--- src/rtl/types_amba_pkg.sv ---
// Shared AMBA/AXI4 system-bus types, widths and default attributes.
// Also holds the single-beat master FSM state encoding.
package types_amba_pkg;

    localparam int CFG_SYSBUS_ADDR_BITS       = 32;
    localparam int CFG_SYSBUS_DATA_BITS       = 64;
    localparam int CFG_SYSBUS_DATA_BYTES      = CFG_SYSBUS_DATA_BITS / 8;
    localparam int CFG_LOG2_SYSBUS_DATA_BYTES = 3;
    localparam int CFG_SYSBUS_ID_BITS         = 5;
    localparam int CFG_SYSBUS_USER_BITS       = 1;

    localparam logic [7:0] AXI_LEN_SINGLE  = 8'd0;
    localparam logic [2:0] AXI_SIZE_SYSBUS = 3'(CFG_LOG2_SYSBUS_DATA_BYTES);
    localparam logic [1:0] AXI_BURST_INCR  = 2'b01;

    localparam logic [1:0] AXI_RESP_OKAY   = 2'b00;
    localparam logic [1:0] AXI_RESP_EXOKAY = 2'b01;
    localparam logic [1:0] AXI_RESP_SLVERR = 2'b10;
    localparam logic [1:0] AXI_RESP_DECERR = 2'b11;

    typedef enum logic [2:0] {
        AXI_MST_IDLE,
        AXI_MST_AR,
        AXI_MST_R,
        AXI_MST_AW_W,
        AXI_MST_B,
        AXI_MST_RESP
    } axi_mst_state_e;

    typedef struct packed {
        logic [CFG_SYSBUS_ADDR_BITS-1:0] addr;
        logic [7:0]                      len;
        logic [2:0]                      size;
        logic [1:0]                      burst;
        logic                            lock;
        logic [3:0]                      cache;
        logic [2:0]                      prot;
        logic [3:0]                      qos;
        logic [3:0]                      region;
    } axi4_metadata_type;

    typedef struct packed {
        logic                             aw_valid;
        axi4_metadata_type                aw_bits;
        logic [CFG_SYSBUS_ID_BITS-1:0]    aw_id;
        logic [CFG_SYSBUS_USER_BITS-1:0]  aw_user;
        logic                             w_valid;
        logic [CFG_SYSBUS_DATA_BITS-1:0]  w_data;
        logic                             w_last;
        logic [CFG_SYSBUS_DATA_BYTES-1:0] w_strb;
        logic [CFG_SYSBUS_USER_BITS-1:0]  w_user;
        logic                             b_ready;
        logic                             ar_valid;
        axi4_metadata_type                ar_bits;
        logic [CFG_SYSBUS_ID_BITS-1:0]    ar_id;
        logic [CFG_SYSBUS_USER_BITS-1:0]  ar_user;
        logic                             r_ready;
    } axi4_master_out_type;

    typedef struct packed {
        logic                             aw_ready;
        logic                             w_ready;
        logic                             b_valid;
        logic [1:0]                       b_resp;
        logic [CFG_SYSBUS_ID_BITS-1:0]    b_id;
        logic [CFG_SYSBUS_USER_BITS-1:0]  b_user;
        logic                             ar_ready;
        logic                             r_valid;
        logic [1:0]                       r_resp;
        logic [CFG_SYSBUS_DATA_BITS-1:0]  r_data;
        logic                             r_last;
        logic [CFG_SYSBUS_ID_BITS-1:0]    r_id;
        logic [CFG_SYSBUS_USER_BITS-1:0]  r_user;
    } axi4_master_in_type;

endpackage

--- src/rtl/axi_mst.sv ---
// Single-outstanding AXI4 master: turns one simple request into a single-beat
// AXI read or write and returns data/error through a held response strobe.
module axi_mst
    import types_amba_pkg::*;
#(
    parameter logic [CFG_SYSBUS_ID_BITS-1:0]   req_id    = '0,
    parameter logic [CFG_SYSBUS_USER_BITS-1:0] user_bits = '0
) (
    input  logic                             i_clk,
    input  logic                             i_nrst,
    input  logic                             i_req_valid,
    input  logic [CFG_SYSBUS_ADDR_BITS-1:0]  i_req_addr,
    input  logic                             i_req_write,
    input  logic [CFG_SYSBUS_DATA_BITS-1:0]  i_req_wdata,
    input  logic [CFG_SYSBUS_DATA_BYTES-1:0] i_req_wstrb,
    output logic                             o_req_ready,
    output logic                             o_resp_valid,
    output logic [CFG_SYSBUS_DATA_BITS-1:0]  o_resp_rdata,
    output logic                             o_resp_err,
    input  logic                             i_resp_ready,
    input  axi4_master_in_type               i_msti,
    output axi4_master_out_type              o_msto
);

    // Handshake rule on every channel: a transfer happens in a cycle where
    // valid and ready are both 1; valid never drops before that cycle and the
    // payload is held constant while valid waits for ready.

    axi_mst_state_e                   r_state;
    axi_mst_state_e                   w_state_next;
    logic [CFG_SYSBUS_ADDR_BITS-1:0]  r_addr;
    logic                             r_write;
    logic [CFG_SYSBUS_DATA_BITS-1:0]  r_wdata;
    logic [CFG_SYSBUS_DATA_BYTES-1:0] r_wstrb;
    logic                             r_aw_done;
    logic                             r_w_done;
    logic [CFG_SYSBUS_DATA_BITS-1:0]  r_rdata;
    logic                             r_err;

    logic w_ar_valid;
    logic w_r_ready;
    logic w_aw_valid;
    logic w_w_valid;
    logic w_b_ready;
    logic w_unused;

    always_ff @(posedge i_clk or negedge i_nrst) begin
        if (!i_nrst) begin
            r_state <= AXI_MST_IDLE;
        end else begin
            r_state <= w_state_next;
        end
    end

    always_comb begin
        w_state_next = r_state;
        o_req_ready  = 1'b0;
        o_resp_valid = 1'b0;
        w_ar_valid   = 1'b0;
        w_r_ready    = 1'b0;
        w_aw_valid   = 1'b0;
        w_w_valid    = 1'b0;
        w_b_ready    = 1'b0;
        case (r_state)
            AXI_MST_IDLE: begin
                o_req_ready = 1'b1;
                if (i_req_valid) begin
                    w_state_next = i_req_write ? AXI_MST_AW_W : AXI_MST_AR;
                end
            end
            AXI_MST_AR: begin
                w_ar_valid = 1'b1;
                if (i_msti.ar_ready) w_state_next = AXI_MST_R;
            end
            AXI_MST_R: begin
                w_r_ready = 1'b1;
                if (i_msti.r_valid) w_state_next = AXI_MST_RESP;
            end
            AXI_MST_AW_W: begin
                // AW and W complete independently; leave once both are done.
                w_aw_valid = !r_aw_done;
                w_w_valid  = !r_w_done;
                if ((r_aw_done || i_msti.aw_ready) && (r_w_done || i_msti.w_ready)) begin
                    w_state_next = AXI_MST_B;
                end
            end
            AXI_MST_B: begin
                w_b_ready = 1'b1;
                if (i_msti.b_valid) w_state_next = AXI_MST_RESP;
            end
            AXI_MST_RESP: begin
                o_resp_valid = 1'b1;
                if (i_resp_ready) w_state_next = AXI_MST_IDLE;
            end
            default: w_state_next = AXI_MST_IDLE;
        endcase
    end

    always_ff @(posedge i_clk or negedge i_nrst) begin
        if (!i_nrst) begin
            r_addr    <= '0;
            r_write   <= 1'b0;
            r_wdata   <= '0;
            r_wstrb   <= '0;
            r_aw_done <= 1'b0;
            r_w_done  <= 1'b0;
            r_rdata   <= '0;
            r_err     <= 1'b0;
        end else begin
            case (r_state)
                AXI_MST_IDLE: begin
                    if (i_req_valid) begin
                        r_addr    <= i_req_addr;
                        r_write   <= i_req_write;
                        r_wdata   <= i_req_wdata;
                        r_wstrb   <= i_req_wstrb;
                        r_aw_done <= 1'b0;
                        r_w_done  <= 1'b0;
                    end
                end
                AXI_MST_AW_W: begin
                    if (i_msti.aw_ready) r_aw_done <= 1'b1;
                    if (i_msti.w_ready)  r_w_done  <= 1'b1;
                end
                AXI_MST_R: begin
                    if (i_msti.r_valid) begin
                        r_rdata <= i_msti.r_data;
                        r_err   <= i_msti.r_resp[1];
                    end
                end
                AXI_MST_B: begin
                    if (i_msti.b_valid) r_err <= i_msti.b_resp[1];
                end
                default: ;
            endcase
        end
    end

    always_comb begin
        o_msto                = '0;
        o_msto.ar_valid       = w_ar_valid;
        o_msto.ar_bits.addr   = r_addr;
        o_msto.ar_bits.len    = AXI_LEN_SINGLE;
        o_msto.ar_bits.size   = AXI_SIZE_SYSBUS;
        o_msto.ar_bits.burst  = AXI_BURST_INCR;
        o_msto.ar_id          = req_id;
        o_msto.ar_user        = user_bits;
        o_msto.r_ready        = w_r_ready;
        o_msto.aw_valid       = w_aw_valid;
        o_msto.aw_bits.addr   = r_addr;
        o_msto.aw_bits.len    = AXI_LEN_SINGLE;
        o_msto.aw_bits.size   = AXI_SIZE_SYSBUS;
        o_msto.aw_bits.burst  = AXI_BURST_INCR;
        o_msto.aw_id          = req_id;
        o_msto.aw_user        = user_bits;
        o_msto.w_valid        = w_w_valid;
        o_msto.w_data         = r_wdata;
        o_msto.w_strb         = r_wstrb;
        o_msto.w_last         = 1'b1;
        o_msto.w_user         = user_bits;
        o_msto.b_ready        = w_b_ready;
    end

    assign o_resp_rdata = r_rdata;
    assign o_resp_err   = r_err;

    // IDs, user bits, r_last and the low response bit carry no meaning here.
    assign w_unused = ^{r_write, i_msti.b_id, i_msti.b_user, i_msti.r_id, i_msti.r_user,
                        i_msti.r_last, i_msti.r_resp[0], i_msti.b_resp[0]};

endmodule

--- config.mk ---
export PLATFORM = sky130hd
export DESIGN_NAME = axi_mst
export DESIGN_NICKNAME = d
export VERILOG_FILES = /design/src/rtl/types_amba_pkg.sv /design/src/rtl/axi_mst.sv
export SDC_FILE = /design/constraint.sdc
export NUM_CORES = 1
export LEC_CHECK = 0
export ABC_AREA = 1
export BUFFER_PORTS_ARGS = -buffer_cell sky130_fd_sc_hd__buf_2
export CAP_MARGIN = 20
export CELL_PAD_IN_SITES_DETAIL_PLACEMENT = 0
export CELL_PAD_IN_SITES_GLOBAL_PLACEMENT = 1
export CORE_AREA = 3 3 184 186
export CTS_BUF_LIST = sky130_fd_sc_hd__clkbuf_16
export DETAILED_ROUTE_END_ITERATION = 10
export DIE_AREA = 0 0 187 189
export PLACE_DENSITY_LB_ADDON = 0.3
export SETUP_SLACK_MARGIN = 0.5
export SYNTH_ARGS = -nofsm -noshare
export SYNTH_HDL_FRONTEND = slang
export SYNTH_SLANG_ARGS = --single-unit
export TNS_END_PERCENT = 30
--- constraint.sdc ---
create_clock -name i_clk -period 1.4 [get_ports i_clk]
set_input_delay 0.07 -clock i_clk [delete_from_list [all_inputs] [get_ports i_clk]]
set_output_delay 0.07 -clock i_clk [all_outputs]
set_load 0.05 [all_outputs]
==> results_dict.tcl <==
set metrics [dict create \
    status "finished with violations" \
    violations "setup timing" \
    clk_pin_slew_ns 0.07 \
    crit_path_cell_trace "nor2_4 > nand2_2 > nor2_4 > buf_6 > buf_12 > buf_12 > buf_12 > buf_16 > nand2_2 > nand2_1" \
    ctsHtreeMaxLevel 4 \
    setup_viol 160 \
    grt_start_max_net_pins 56 \
    wirelength_um 31200 \
    grt_pass1_vias 8118 \
    portBuffers 387 \
    setup_ws_ns -0.212 \
    crit_top_cell "buf_12" \
    cts_buffer_depth 2 \
    crit_fanout 7 \
    rows 66 \
    numCtsBuffers 17 \
    drtAntennaViolNets 0 \
    reg2reg_depth 10 \
    clock-sinks 174 \
    critPathLaunchType "flop" \
    cts-root-buf "clkbuf_16" \
    dieArea_um2 35300 \
    worst-r2r-setup-slack_ns -0.21 \
    wire_per_inst_um 16.1 \
    finalCriticalPeriod_ns 1.61 \
    dr.pass1.iters 4 \
    required_ns 1.77 \
    synth_area_um2 7690 \
    num_io_pins 475 \
    antenna_found_initial 1 \
    power_density_nw_per_um2 2650 \
    cp.arrival_ns 1.98 \
    critPathCaptureType "flop" \
    slowest_stage "dfrtp_2" \
    peakVddDrop_mv 1.20 \
    leakage_uw 0.00783 \
    placed_area_um2 9800 \
    ys_warn_count 0 \
    grtUsageTotal 0.169 \
    rsz0062_at_grt "yes" \
    fmax_mhz 620 \
    final_layout_size_suffix_gt1_frac 0.445 \
    place.gp.congestion 0.764 \
    initial_core_util 0.237 \
    syn_inst 898 \
    dp.cells 1678 \
    hpwl_um 18700 \
    dieHeight_um 189 \
    fin_tns_setup_ns -15.25 \
    cap_violations 0 \
    synth_seq_cells 174 \
    critical_path_class "flop to flop" \
    finalMaxSlewViolations 0 \
    fin_crit_sh 1.15 \
    cts_tree "yes" \
    total_power_uw 38900 \
    grt_pass1_wl_um 46600 \
    area_growth_pct 90.5 \
    ys_types 18 \
    mostFrequentLayoutCells "327 x nand2_1, 259 x buf_2, 175 x dlygate4sd3_1" \
    clkLatencyLatePin_ns 0.44 \
    drt_iter0_drc 217 \
    design_area_um2 14700 \
    slowest_delay_ns 0.43 \
    syn_avg_cell_area_um2 8.57 \
    vias 7794 \
    layout.cells.non_filler 1941 \
    final_nets 1680 \
    seq_area_frac_synth 0.566 \
    drcViolationCount 0 \
    grt.overflow.total 0 \
    clock_skew_ns 0.00689 \
    avgViaCountPerCell 4.02 \
    worstHoldPathType "input port to asynchronous set/reset pin" \
    mostFrequentLayoutCell "nand2_1" \
    core_um2 32500 \
    die_width_um 187 \
    final_hold_viol_count 0 \
]
[cells in the mapped netlist, drive strengths merged]
master,n,area [um^2]
a21oi,1,5.00
buf,141,1030
clkbuf,11,41.3
conb,2,7.51
dfrtp,174,4350
inv,16,60.1
nand2,466,1750
nand3,71,355
nand3b,1,7.51
nor2,10,52.6
nor3,1,5.00
o21ai,2,10.0
o22ai,2,12.5
[stage by stage]
| stage | hold WS, ns | setup WS (ns) | utilization |
|---|---|---|---|
| after detailed placement | -0.0313 | -0.0355 | 0.302 |
| after global routing | 0.0694 | -0.275 | 0.451 |
| after global placement | -0.0283 | 0.00387 | 0.302 |
| after floorplan | -0.226 | 0.0435 | - |
| after CTS | 0.0464 | -0.183 | 0.420 |
| final | 0.0825 | -0.212 | 0.451 |
[routing by layer]
metal	wire length, um	part of all wire	vias up	GRT usage
li1	-	-	3758	-
met1	12900	0.41	3706	0.200
met4	341	0.011	0	0.0427
met2	16000	0.51	312	0.296
met5	0	0	-	0
met3	1990	0.064	18	0.0565
[where the power goes]
group	switching, uW	leakage (uW)	internal [uW]
registers	1990	0.00218	7370
logic	16100	0.00537	8520
clock network	2130	0.000290	2810
[critical path: cells and delay by family (launching register included)]
kind | cells | cell delay [ns]
buffers and inverters | 5 | 0.61
AND/OR/NAND/NOR | 5 | 0.50
flip-flops | 1 | 0.43
[logic make-up after synthesis]
| kind of cell | count (synthesis) | share of synthesized area |
|---|---|---|
| and+or+nand+nor | 549 | 0.283 |
| AOI/OAI and AO/OA | 5 | 0.00358 |
| other | 2 | 0.000976 |
| DFF | 174 | 0.566 |
| buffers and inverters | 168 | 0.147 |
[repair_timing]
item                       4_1_cts  5_1_grt
cloned                          21        4
pin swaps                       25       29
buffers inserted                23        7
setup endpoints to repair      382      382
hold endpoints to repair       346        0
hold buffers                   175        0
resized for setup              234      315
[final timing paths]
check                                 start                to
min                                  i_nrst       r_wdata[32]
max reg2reg                      r_state[0]       r_wdata[33]
min reg2reg                o_resp_rdata[39]  o_resp_rdata[39]
max                              r_state[0]       r_wdata[33]
min in group i_clk               i_msti[74]        r_state[1]
max in group asynchronous            i_nrst        r_state[0]
[final cells by class]
class,count,area [um^2]
fill,3111,17800
timing repair buffer,650,5970
sequential,174,4360
multi-input combinational,626,3100
tap,442,553
clock buffer,17,425
clock inverter,15,170
inverter,16,75.1
antenna,1,2.50
[state kept, by name, indices dropped and copies added, names as in the netlist]
name	count
o_resp_rdata	64
r_wdata	64
r_addr	32
r_wstrb	8
r_state	3
o_resp_err	1
r_aw_done	1
r_w_done	1
No activity file was read; power rests on OpenSTA's default activity.
